**src/rtl/mem_port_arbiter.sv**
```systemverilog
// mem_port_arbiter: shares one single-port, fixed-latency memory between
// instruction fetch (IF) and data access (D). Data has priority, but fetch
// is forced through after MAX_D_RUN consecutive data grants while it waits.
// The cycle in which a completion pulse is out is a turnaround cycle: no new
// grant is made, so every access occupies MEM_LAT+3 cycles from grant to the
// next possible grant.
module mem_port_arbiter #(
  parameter int DW        = 32,
  parameter int MEM_LAT   = 2,
  parameter int MAX_D_RUN = 4
) (
  input  logic          clk,
  input  logic          rst,
  input  logic          if_req_i,
  input  logic [DW-1:0] if_addr_i,
  output logic          if_valid_o,
  output logic [DW-1:0] if_rdata_o,
  output logic          if_stall_o,
  input  logic          d_req_i,
  input  logic          d_we_i,
  input  logic [DW-1:0] d_addr_i,
  input  logic [DW-1:0] d_wdata_i,
  input  logic [3:0]    d_be_i,
  output logic          d_valid_o,
  output logic [DW-1:0] d_rdata_o,
  output logic          mem_en_o,
  output logic          mem_we_o,
  output logic [DW-1:0] mem_addr_o,
  output logic [DW-1:0] mem_wdata_o,
  output logic [3:0]    mem_be_o,
  input  logic [DW-1:0] mem_rdata_i,
  output logic          busy_o
);

  localparam int CW = $clog2(MEM_LAT + 1);
  localparam int RW = $clog2(MAX_D_RUN + 1);

  typedef enum logic {IDLE, BUSY} state_t;

  state_t          state_reg, state_next;
  logic            owner_reg;          // 0 = fetch, 1 = data
  logic [CW-1:0]   cnt_reg;
  logic [RW-1:0]   d_run_reg;
  logic [DW-1:0]   mem_addr_reg, mem_wdata_reg;
  logic [3:0]      mem_be_reg;
  logic            mem_we_reg;
  logic [DW-1:0]   if_rdata_reg, d_rdata_reg;
  logic            if_valid_reg, d_valid_reg;

  logic            arb_ok, grant_d, grant_if, done;

  // Arbitration and completion decode
  always_comb begin
    arb_ok   = (state_reg == IDLE) && !if_valid_reg && !d_valid_reg;
    grant_d  = arb_ok && d_req_i && !(if_req_i && (d_run_reg == RW'(MAX_D_RUN)));
    grant_if = arb_ok && if_req_i && !grant_d;
    done     = (state_reg == BUSY) && (cnt_reg == CW'(MEM_LAT));
  end

  // FSM state register
  always_ff @(posedge clk or posedge rst) begin
    if (rst) state_reg <= IDLE;
    else     state_reg <= state_next;
  end

  // FSM next state
  always_comb begin
    state_next = state_reg;
    case (state_reg)
      IDLE:    if (grant_d || grant_if) state_next = BUSY;
      BUSY:    if (done) state_next = IDLE;
      default: state_next = IDLE;
    endcase
  end

  // Command latch, latency counter, run limiter and read-data capture
  always_ff @(posedge clk or posedge rst) begin
    if (rst) begin
      owner_reg     <= 1'b0;
      cnt_reg       <= '0;
      d_run_reg     <= '0;
      mem_addr_reg  <= '0;
      mem_wdata_reg <= '0;
      mem_be_reg    <= '0;
      mem_we_reg    <= 1'b0;
      if_rdata_reg  <= '0;
      d_rdata_reg   <= '0;
      if_valid_reg  <= 1'b0;
      d_valid_reg   <= 1'b0;
    end else begin
      if_valid_reg <= done && !owner_reg;
      d_valid_reg  <= done && owner_reg;
      if (grant_d) begin
        owner_reg     <= 1'b1;
        cnt_reg       <= '0;
        mem_addr_reg  <= d_addr_i;
        mem_wdata_reg <= d_wdata_i;
        mem_be_reg    <= d_be_i;
        mem_we_reg    <= d_we_i;
        if (!if_req_i)                            d_run_reg <= '0;
        else if (d_run_reg != RW'(MAX_D_RUN))     d_run_reg <= d_run_reg + 1'b1;
      end else if (grant_if) begin
        owner_reg     <= 1'b0;
        cnt_reg       <= '0;
        mem_addr_reg  <= if_addr_i;
        mem_wdata_reg <= '0;
        mem_be_reg    <= 4'b1111;
        mem_we_reg    <= 1'b0;
        d_run_reg     <= '0;
      end else if (state_reg == BUSY && !done) begin
        cnt_reg <= cnt_reg + 1'b1;
      end
      if (done) begin
        cnt_reg <= '0;
        if (owner_reg) d_rdata_reg  <= mem_we_reg ? '0 : mem_rdata_i;
        else           if_rdata_reg <= mem_rdata_i;
      end
    end
  end

  // Output decode: strobes only qualify the single command cycle
  always_comb begin
    busy_o      = (state_reg == BUSY);
    mem_en_o    = busy_o && (cnt_reg == '0);
    mem_we_o    = mem_en_o && mem_we_reg;
    mem_be_o    = mem_en_o ? mem_be_reg : 4'b0000;
    mem_wdata_o = mem_en_o ? mem_wdata_reg : '0;
    mem_addr_o  = mem_addr_reg;
    if_valid_o  = if_valid_reg;
    d_valid_o   = d_valid_reg;
    if_rdata_o  = if_rdata_reg;
    d_rdata_o   = d_rdata_reg;
    if_stall_o  = if_req_i && !if_valid_reg;
  end

endmodule

```
**config.mk**
```make
export PLATFORM = sky130hd
export DESIGN_NAME = mem_port_arbiter
export DESIGN_NICKNAME = d
export VERILOG_FILES = /design/src/rtl/mem_port_arbiter.sv
export SDC_FILE = /design/constraint.sdc
export NUM_CORES = 1
export LEC_CHECK = 0
export ABC_AREA = 1
export CORE_MARGIN = 10
export CORE_UTILIZATION = 42
export CTS_CLUSTER_SIZE = 20
export DETAILED_ROUTE_END_ITERATION = 10
export GPL_TIMING_DRIVEN = 0
export PLACE_DENSITY_LB_ADDON = 0.08
export SYNTH_ARGS = -nofsm -noshare
export SYNTH_HDL_FRONTEND = slang
export SYNTH_SLANG_ARGS = --single-unit
```
**constraint.sdc**
```tcl
create_clock -name clk -period 6.65 [get_ports clk]
set_input_delay 1.33 -clock clk [delete_from_list [all_inputs] [get_ports clk]]
set_output_delay 1.33 -clock clk [all_outputs]
set_load 0.03 [all_outputs]
```
* Word-level counts from Yosys, hierarchy flattened
Index checks and enable logic that the tools add are counted.
Word-level totals: word-level logic and storage cells 70, output and inout bits 138, register bits 142
Cells by class: muxes and demuxes 23, bitwise operators 2, reduce and logical (&&, ||, !) cells 27, $add $sub $neg 2, equality and inequality tests 4
Operator list (count):
- $mux W32 | 6
- $logic_and A1 B1 Y1 | 14
- $mux W3 | 4
- $mux W4 | 3
- $mux W2 | 4
- $logic_not A1 Y1 | 6
- $reduce_and A2 Y1 | 3
- $mux W1 | 5
- $reduce_bool A4 Y1 | 1
- $add A3 B1 Y3 const B | 1
- $eq A3 B3 Y1 const B | 1
- $ne A3 B2 Y1 const B | 1
- $ne A3 B3 Y1 const B | 1
- $add A2 B1 Y2 const B | 1
- $eq A2 B2 Y1 const B | 1
- $logic_not A2 Y1 | 1
- $not A1 Y1 | 2
- $pmux W1 S2 | 1
- $reduce_bool A2 Y1 | 1
- $logic_or A1 B1 Y1 | 1

* Logic depth before layout (Yosys ltp)
Gate-level depths: netlist (run 1).
word-level depth 10, depth in mapped cells 9

* Worst setup path after synthesis (run 1)
Ideal clock, no wire load.
path type in2out, start input if_req_i, end output if_stall_o, setup slack 3568 ps, required time 5320 ps, path buffers 0, stages on the path 2, arrival time 1752 ps, cell sequence inv_1 nor2_1
Between the ends: longest elaborated chain between the ends 1
RTL lines:
- start: declaration | RTL line 14 | input logic if_req_i,
- $logic_and A1 B1 Y1 | RTL line 133 | if_stall_o = if_req_i && !if_valid_reg;
- end: declaration | RTL line 18 | output logic if_stall_o,
No other way between the ends.

* Worst setup path in the final report (run 1)
Ends and elaborated chain as after synthesis.

==> results of run 1 <==
final cells by class:
type | count | area [sq um] | area share (%)
inverter | 113 | 429 | 4.30
buffer | 42 | 208 | 2.08
clock buffer | 19 | 453 | 4.54
clock inverter | 13 | 211 | 2.12
sequential | 142 | 3550 | 35.6
tap | 184 | 230 | 2.31
timing repair buffer | 275 | 2770 | 27.8
multi-input combinational | 495 | 2120 | 21.2
stage by stage:
step                util, %  instance area (sq um)
detailed placement     63.6                   9310
finish                 68.1                   9970
global route           68.1                   9970
CTS                    68.1                   9970
floorplan                 -                   6300
global placement       63.3                   9270
cells in the mapped netlist:
cell type / n
buf_6: 3
nor2_4: 1
inv_2: 3
o21ai_0: 71
o21ai_1: 32
nor2_2: 3
ha_1: 4
buf_4: 1
clkbuf_1: 19
nor2_1: 39
nand4_2: 1
nand3_1: 43
or2_2: 1
nand2_1: 298
clkinv_1: 1
inv_1: 109
o211ai_2: 1
buf_2: 19
xnor2_1: 1
dfrtp_1: 142
layer usage:
layer | up-vias | part of all wire (%) | wire length (microns) | track usage [%]
li1 | 2990 | - | - | -
met1 | 2774 | 41 | 8340 | 22.4
met2 | 201 | 48 | 9870 | 33.1
met3 | 30 | 9.1 | 1870 | 8.18
met4 | 0 | 2.2 | 454 | 7.06
met5 | - | 0 | 0 | 0
worst max-delay path by stage:
stage,endpoint,start,depth (start not counted)
4_1_cts,if_stall_o,if_req_i,4
6_report,if_stall_o,if_req_i,4
5_1_grt,mem_wdata_o[29],cnt_reg[0]$_DFFE_PP0P_,7
3_3_place_gp,mem_addr_o[11]$_DFFE_PP0P_,rst,2
2_1_floorplan,busy_o$_DFF_PP0_,rst,1
3_5_place_dp,if_stall_o,if_req_i,4
report_power, final:
group / switching (mW) / internal, mW / leakage (nW)
clock network: 0.378 / 0.686 / 0.300
logic: 1.71 / 1.03 / 2.79
registers: 0.196 / 1.29 / 1.73
cells by family after synthesis:
kind of cell    after synthesis  synth area share [%]
compound gates              104                  8.38
flops                       142                  56.4
buf+inv                     155                  10.0
xor+xnor                      1                 0.139
fa+ha+maj                     4                 0.794
simple gates                386                  24.3
critical path, stage by stage:
cell and delay [ns]:
clkdlybuf4s50_1 0.61, inv_1 0.07, nor2_1 0.09, clkdlybuf4s50_1 0.71
==> impl_metrics.py, run 1 <==
metrics = {
    "clock_tree": {
        "numClockSinks": 142,
        "cts-root-buf": "clkbuf_16",
        "ctsHoldBuffers": 0,
        "clk_pin_slew_ns": 0.06,
        "cts_tree": "yes",
        "clk_latency_ns": 0.42,
        "cts-htree-levels": 4,
        "cts_buffers": 17,
        "cts_resized": 0,
        "clock_path_buffers": 2,
        "post-cts-setup-buffer-count": 0,
    },
    "timing": {
        "hold_violations": 0,
        "fin_crit_ns": 4.15,
        "tns_ns": 0,
        "fin_ws_ns": 2.50,
        "rsz0062_at_grt": "false",
        "setup_viol": 0,
        "slew_headroom_pct": 58.9,
        "fin_skew_ns": 0.00546,
        "clock.fmax_mhz": 241,
        "finalMaxSlewViolations": 0,
        "worst_hold_slack_ns": 0.467,
        "fin_crit_sh_pct": 62.4,
        "max_slew.worst_pin.slew_ns": 0.617,
    },
    "final_layout": {
        "drive_above_1_share_pct": 6.10,
        "nFillCells": 1242,
        "fin_nets": 1227,
        "final_cells": 1283,
        "final_cell_mix": "nand2_1, clkdlybuf4s50_1, dfrtp_1",
        "layout_commonest_cell": "nand2_1",
        "syn2layout_area_growth_pct": 58.2,
        "antenna_cells": 0,
    },
    "outcome": {
        "status": "completed",
    },
    "worst_setup_path": {
        "timing.rr.end": "if_rdata_o[21]$_DFFE_PP0P_",
        "reg2reg_depth": 8,
        "crit_required_ns": 5.32,
        "arrival_ns": 2.82,
        "cp_max_fo": 6,
        "rr_startpoint": "cnt_reg[0]$_DFFE_PP0P_",
        "r2r_slack_ns": 4.98,
        "crit_type": "primary input to output port",
        "start_kind": "primary input",
        "cp-end-kind": "output port",
    },
    "placed_design": {
        "gp_congestion": 0.806,
        "dpl_worst_slack_ns": 2.47,
        "dp_hpwl_mm": 15.6,
        "place_inst": 1251,
        "port_buffers": 274,
    },
    "route": {
        "routed_wl_mm": 20.5,
        "via_per_inst": 4.67,
        "drc": 0,
        "avgRoutedWirePerCell_microns": 16.0,
        "dr.pass1.iters": 4,
        "antenna_left": 0,
        "vias": 5995,
        "drtIter0Drc": 307,
    },
    "logic_synthesis": {
        "mappedNetlistNets": 933,
        "synth_area_leaders": "dfrtp_1, nand2_1, inv_1",
        "seq_area_frac_synth_pct": 56.4,
        "synth.top_cell.area_share_pct": 56.4,
        "synthCells": 792,
        "syn-cell-area_sq_um": 6300,
        "synth_top_cell_by_area": "dfrtp_1",
        "synthDistinctLibCells": 20,
        "synth.avg_cell_area_sq_um": 7.96,
        "ys_warn_count": 0,
        "synth-seq-cells": 142,
    },
    "power": {
        "p_per_area_nw_per_um2": 532,
        "irDropWorstVdd_uv": 262,
        "p_total_mw": 5.30,
        "leakagePower_nw": 4.83,
    },
    "die": {
        "start_util_pct": 43.0,
        "die_area_sq_um": 20300,
        "core_area_sq_um": 14600,
        "dieWidth_microns": 142,
        "io_pins": 275,
        "rows": 44,
        "dieHeight_microns": 142,
    },
    "global_route": {
        "gr-total-overflow": 0,
        "grt_max_degree": 77,
        "grt_pass1_wl_mm": 31.7,
        "grt_antenna_before_repair": 1,
        "grt_pass1_vias": 6029,
        "groute.usage.overall_pct": 19.8,
    },
    "min_path": {
        "holdPathEnd": "if_rdata_o[10]$_DFFE_PP0P_",
        "whs_path_depth": 2,
        "min-delay-start": "if_rdata_o[10]$_DFFE_PP0P_",
        "hold_path.class": "flip-flop to flip-flop",
    },
    "run": {
        "cap_viol_max_count": 0,
    },
}
Power figures use the tool's default switching activity.
==> inputs of run 2 (changes only) <==
==> constraint.sdc (replaced) <==
create_clock -name clk -period 4.2 [get_ports clk]
set_input_delay 0.84 -clock clk [delete_from_list [all_inputs] [get_ports clk]]
set_output_delay 0.84 -clock clk [all_outputs]
set_load 0.03 [all_outputs]
==> run 2 against run 1 <==
Net effect: clock-buffer cell count increased by 1; global-route usage increased by 0.52 points; worst setup slack lost 1.8 ns; largest power group unchanged; highest routed layer unchanged.
==> impl_metrics.py, run 2 (synthesis results as in run 1) <==
metrics = {
    "outcome": {
        "status": "completed",
    },
    "route": {
        "antenna_left": 0,
        "dr.pass1.iters": 4,
        "drtIter0Drc": 258,
        "routed_wl_mm": 20.8,
        "drc": 0,
        "via_per_inst": 4.67,
        "vias": 6004,
        "avgRoutedWirePerCell_microns": 16.2,
    },
    "timing": {
        "finalMaxSlewViolations": 0,
        "slew_headroom_pct": 56.6,
        "fin_crit_ns": 3.52,
        "fin_skew_ns": 0.00741,
        "worst_hold_slack_ns": 0.466,
        "clock.fmax_mhz": 284,
        "tns_ns": 0,
        "max_slew.worst_pin.slew_ns": 0.650,
        "fin_crit_sh_pct": 83.8,
        "hold_violations": 0,
        "rsz0062_at_grt": "false",
        "setup_viol": 0,
    },
    "final_layout": {
        "antenna_cells": 0,
        "drive_above_1_share_pct": 6.18,
        "final_cell_mix": "nand2_1, clkdlybuf4s50_1, dfrtp_1",
        "final_area_sq_um": 9960,
        "nFillCells": 1265,
        "fin_nets": 1230,
        "ff_latch_area_sq_um": 3550,
        "syn2layout_area_growth_pct": 58.1,
        "multi_input_area_sq_um": 2120,
        "layout_commonest_cell": "nand2_1",
    },
    "clock_tree": {
        "clock_path_buffers": 2,
        "clk_latency_ns": 0.42,
        "cts_resized": 0,
        "post-cts-setup-buffer-count": 0,
        "cts_buffers": 17,
        "cts_tree": "yes",
        "numClockSinks": 142,
        "clk_pin_slew_ns": 0.06,
        "ctsHoldBuffers": 0,
        "cts-root-buf": "clkbuf_16",
        "cts-htree-levels": 4,
    },
    "die": {
        "core_area_sq_um": 14600,
        "dieWidth_microns": 142,
        "die_area_sq_um": 20300,
        "rows": 44,
        "start_util_pct": 43.0,
        "dieHeight_microns": 142,
        "io_pins": 275,
    },
    "worst_setup_path": {
        "r2r_slack_ns": 2.49,
        "crit_type": "flip-flop to output port",
        "arrival_ns": 2.68,
        "crit_required_ns": 3.36,
        "critPathSlowestCell": "clkdlybuf4s50_1",
        "timing.rr.end": "if_rdata_o[8]$_DFFE_PP0P_",
        "cp-end-kind": "output port",
        "crit_top_cell": "clkbuf_1",
        "start_kind": "flip-flop",
        "rr_startpoint": "cnt_reg[0]$_DFFE_PP0P_",
        "max_stage_delay_ns": 0.62,
        "cp_max_fo": 10,
        "path_cells": "inv_1 > ha_1 > nand2_1 > clkbuf_1 > clkbuf_1 > nor2_1 > clkdlybuf4s50_1",
        "reg2reg_depth": 8,
    },
    "placed_design": {
        "gp_congestion": 0.829,
        "dpl_cell_area_sq_um": 9370,
        "dp_hpwl_mm": 16.1,
        "port_buffers": 274,
    },
    "min_path": {
        "whs_path_depth": 2,
        "min-delay-start": "if_rdata_o[20]$_DFFE_PP0P_",
        "hold_path.class": "flip-flop to flip-flop",
        "holdPathEnd": "if_rdata_o[20]$_DFFE_PP0P_",
    },
    "power": {
        "p_total_mw": 8.24,
        "irDropWorstVdd_uv": 390,
        "p_per_area_nw_per_um2": 827,
        "leakagePower_nw": 4.84,
    },
    "global_route": {
        "gr-total-overflow": 0,
        "grt_pass1_vias": 6050,
        "grt_pass1_wl_mm": 32.4,
        "grt_max_degree": 40,
        "grt_antenna_before_repair": 0,
        "groute.usage.overall_pct": 20.4,
    },
    "run": {
        "cap_viol_max_count": 0,
    },
}
==> run 2: cell types whose count changed in the layout (fill, tap and decap cells not counted), sizes merged <==
cell | before | now
clkinvlp | 7 | 4
clkbuf | 38 | 39
buf | 24 | 27
bufinv | 5 | 3
inv | 113 | 111
clkinv | 1 | 6
==> run 2: critical path, delay by kind of cell, from the launching register on <==
family	cells	cell delay, ns
DFF	1	0.34
and+or+nand+nor	2	0.16
buffers and inverters	4	1.57
adders and majority gates	1	0.19
==> run 2: stage by stage <==
step / cells / setup WS (ns) / utilization (%)
2_1_floorplan: 792 / 1.58 / -
3_3_place_gp: 1250 / 0.221 / 63.4
3_5_place_dp: 1254 / 1.01 / 64.0
4_1_cts: 1285 / 0.619 / 68.0
5_1_grt: 1285 / 0.454 / 68.0
6_report: 1285 / 0.682 / 68.0
==> run 2: worst max path at each step <==
stage	depth (start not counted)	slack (ns)	endpoint	from
after global placement	2	0.22	mem_addr_o[17]$_DFFE_PP0P_	rst
after detailed placement	4	1.01	if_stall_o	if_req_i
after floorplan	1	1.58	busy_o$_DFF_PP0_	rst
final	7	0.68	mem_wdata_o[21]	cnt_reg[0]$_DFFE_PP0P_
after CTS	7	0.62	mem_wdata_o[21]	cnt_reg[0]$_DFFE_PP0P_
after global routing	7	0.45	mem_wdata_o[12]	cnt_reg[0]$_DFFE_PP0P_
==> run 2: routing by layer <==
layer | share of wire [%] | vias up | GRT usage, % | wire length (microns)
met2 | 47 | 204 | 32.7 | 9860
li1 | - | 2995 | - | -
met1 | 40 | 2774 | 23.6 | 8380
met5 | 0 | - | 0 | 0
met3 | 9.8 | 31 | 8.78 | 2050
met4 | 2.5 | 0 | 7.87 | 530
==> run 2: layout make-up <==
class | instances | area share, %
buffer | 42 | 2.08
sequential | 142 | 35.7
inverter | 113 | 4.29
clock inverter | 11 | 1.42
tap | 184 | 2.31
timing repair buffer | 278 | 28.4
multi-input combinational | 495 | 21.2
clock buffer | 20 | 4.58
==> run 2: power breakdown <==
| part | internal (mW) | total [mW] | switching (mW) |
|---|---|---|---|
| clock | 0.958 | 1.52 | 0.565 |
| sequential | 2.05 | 2.36 | 0.312 |
| combinational | 1.64 | 4.36 | 2.72 |
==> inputs of run 3 (changes only) <==
--- a/config.mk
+++ b/config.mk
@@ -7,7 +7,7 @@
 export LEC_CHECK = 0
 export ABC_AREA = 1
 export CORE_MARGIN = 10
-export CORE_UTILIZATION = 42
+export CORE_UTILIZATION = 38
 export CTS_CLUSTER_SIZE = 20
 export DETAILED_ROUTE_END_ITERATION = 10
 export GPL_TIMING_DRIVEN = 0
==> constraint.sdc (replaced) <==
create_clock -name clk -period 3 [get_ports clk]
set_input_delay 0.6 -clock clk [delete_from_list [all_inputs] [get_ports clk]]
set_output_delay 0.6 -clock clk [all_outputs]
set_load 0.03 [all_outputs]
==> run 3 against run 2 <==
Net effect: die area grew 9.0%; worst setup slack worse by 0.50 ns; clock-buffer cell count grew 1; register-to-register slack got worse by 1.2 ns; cell count is 3.0% higher; via count shrank 1.5%; utilization shrank 6.9 points; sequential power is 40% higher; cell area grew 0.69%; clock skew about the same; global-route usage shrank 1.7 points; highest routed layer unchanged.
==> impl_metrics.py, run 3 (synthesis results as in run 1) <==
metrics = {
    "die": {
        "dieHeight_microns": 149,
        "rows": 47,
        "die_area_sq_um": 22100,
        "core_area_sq_um": 16400,
        "io_pins": 275,
        "dieWidth_microns": 149,
        "start_util_pct": 38.4,
    },
    "route": {
        "antenna_left": 0,
        "avgRoutedWirePerCell_microns": 15.7,
        "drtIter0Drc": 288,
        "routed_wl_mm": 20.8,
        "drc": 0,
        "dr.pass1.iters": 5,
        "via_per_inst": 4.47,
        "vias": 5912,
    },
    "final_layout": {
        "nFillCells": 1509,
        "fin_nets": 1230,
        "ff_latch_area_sq_um": 3550,
        "drive_above_1_share_pct": 6.45,
        "final_util_pct": 61.1,
        "final_cells": 1324,
        "layout_commonest_cell": "nand2_1",
        "final_cell_mix": "nand2_1, clkdlybuf4s50_1, dfrtp_1",
        "final_area_sq_um": 10000,
        "syn2layout_area_growth_pct": 59.2,
        "multi_input_area_sq_um": 2120,
    },
    "power": {
        "switchingPower_mw": 5.03,
        "intPower_mw": 6.56,
        "switching_share_pct": 43.4,
        "p_comb_share_pct": 52.1,
        "clockPowerShare_pct": 19.4,
        "p_total_mw": 11.6,
        "p_per_area_nw_per_um2": 1160,
        "irDropWorstVdd_uv": 485,
        "seqPwrFrac_pct": 28.5,
        "leakagePower_nw": 4.96,
    },
    "timing": {
        "hold_violations": 0,
        "slew_headroom_pct": 57.1,
        "fin_crit_sh_pct": 93.8,
        "rsz0062_at_grt": "false",
        "setup_viol": 0,
        "fin_crit_ns": 2.81,
        "clock.fmax_mhz": 355,
        "max_slew.worst_pin.slew_ns": 0.642,
        "fin_skew_ns": 0.00732,
        "worst_hold_slack_ns": 0.466,
        "finalMaxSlewViolations": 0,
    },
    "worst_setup_path": {
        "crit_required_ns": 2.40,
        "cp_max_fo": 10,
        "crit_type": "flip-flop to output port",
        "start_kind": "flip-flop",
        "critPathSlowestCell": "clkdlybuf4s50_1",
        "path_cells": "inv_1 > ha_1 > nand2_1 > clkbuf_1 > nor2_1 > clkdlybuf4s50_1",
        "max_stage_delay_ns": 0.72,
        "cp-end-kind": "output port",
        "arrival_ns": 2.21,
    },
    "run": {
        "cap_viol_max_count": 0,
    },
    "clock_tree": {
        "cts_buffers": 17,
        "cts-htree-levels": 4,
        "clock_path_buffers": 2,
        "ctsHoldBuffers": 0,
        "cts-root-buf": "clkbuf_16",
        "clk_pin_slew_ns": 0.06,
        "cts_resized": 22,
        "clk_latency_ns": 0.42,
        "cts_tree": "yes",
        "numClockSinks": 142,
        "post-cts-setup-buffer-count": 0,
    },
    "global_route": {
        "gr-total-overflow": 0,
        "grt_pass1_wl_mm": 32.5,
        "groute.usage.overall_pct": 18.7,
        "grt_antenna_before_repair": 3,
        "grt_max_degree": 38,
        "grt_pass1_vias": 5988,
    },
    "min_path": {
        "hold_path.class": "flip-flop to flip-flop",
    },
    "placed_design": {
        "place_inst": 1290,
        "dpl_cell_area_sq_um": 9410,
        "port_buffers": 274,
        "gp_congestion": 0.783,
        "dp_hpwl_mm": 16.1,
    },
    "outcome": {
        "status": "completed",
    },
}
run 3: cell count changes in the layout (fill, tap and decap cells not counted), sizes merged:
cell           previous run  this run
clkdlybuf4s50           274       254
clkinv                    6         4
dlygate4sd2               0        19
bufinv                    3         4
dlymetal6s2s              0         1
diode                     0         3
clkbuf                   39        40
run 3: critical path: cells and delay by family, from the launching register on:
family	cells	cell delay, ns
buffers and inverters	3	1.06
and+or+nand+nor	2	0.21
DFF	1	0.38
adders and majority gates	1	0.15
run 3: final timing paths:
path | to | slack [ns] | startpoint | cells after the start
setup / recovery | mem_wdata_o[3] | 0.19 | cnt_reg[0]$_DFFE_PP0P_ | 6
hold / removal | if_rdata_o[21]$_DFFE_PP0P_ | 0.47 | if_rdata_o[21]$_DFFE_PP0P_ | 2
setup reg to reg | if_rdata_o[25]$_DFFE_PP0P_ | 1.30 | cnt_reg[0]$_DFFE_PP0P_ | 8
hold reg to reg | if_rdata_o[21]$_DFFE_PP0P_ | 0.47 | if_rdata_o[21]$_DFFE_PP0P_ | 2
max in group asynchronous | mem_be_reg[1]$_DFFE_PP0P_ | 1.75 | rst | 3
min in group asynchronous | if_rdata_o[25]$_DFFE_PP0P_ | 0.63 | rst | 2
run 3: through the flow:
step / worst slack, ns / TNS (ns)
finish: 0.186 / 0
global route: 0.0229 / 0
CTS: 0.0405 / 0
detailed placement: 0.152 / 0
global placement: -0.776 / -107.64
floorplan: 0.623 / 0
run 3: layer usage:
layer	vias up	part of all wire [%]	GRT usage, %
met5	-	0	0
met3	25	9.2	7.22
met2	202	48	30.5
met4	0	2.0	7.21
met1	2679	40	21.8
li1	3006	-	-
run 3: power by group through the flow:
stage               Combinational (mW)  Clock [mW]  Sequential (mW)
floorplan                         2.20           0             4.60
global placement                  6.12           0             3.29
detailed placement                6.18           0             3.32
CTS                               6.14        2.30             3.31
global route                      6.58        2.39             3.41
finish                            6.03        2.25             3.31
run 3: final cells by class:
class                   instances  area share, %
flip-flops and latches        142           35.4
repair buffers                278           28.0
inverters                     113           4.27
diodes                          3         0.0748
clock buffers                  21           4.69
well taps                     220           2.74
clock inverters                10           1.61
multi-input cells             495           21.1
plain buffers                  42           2.11
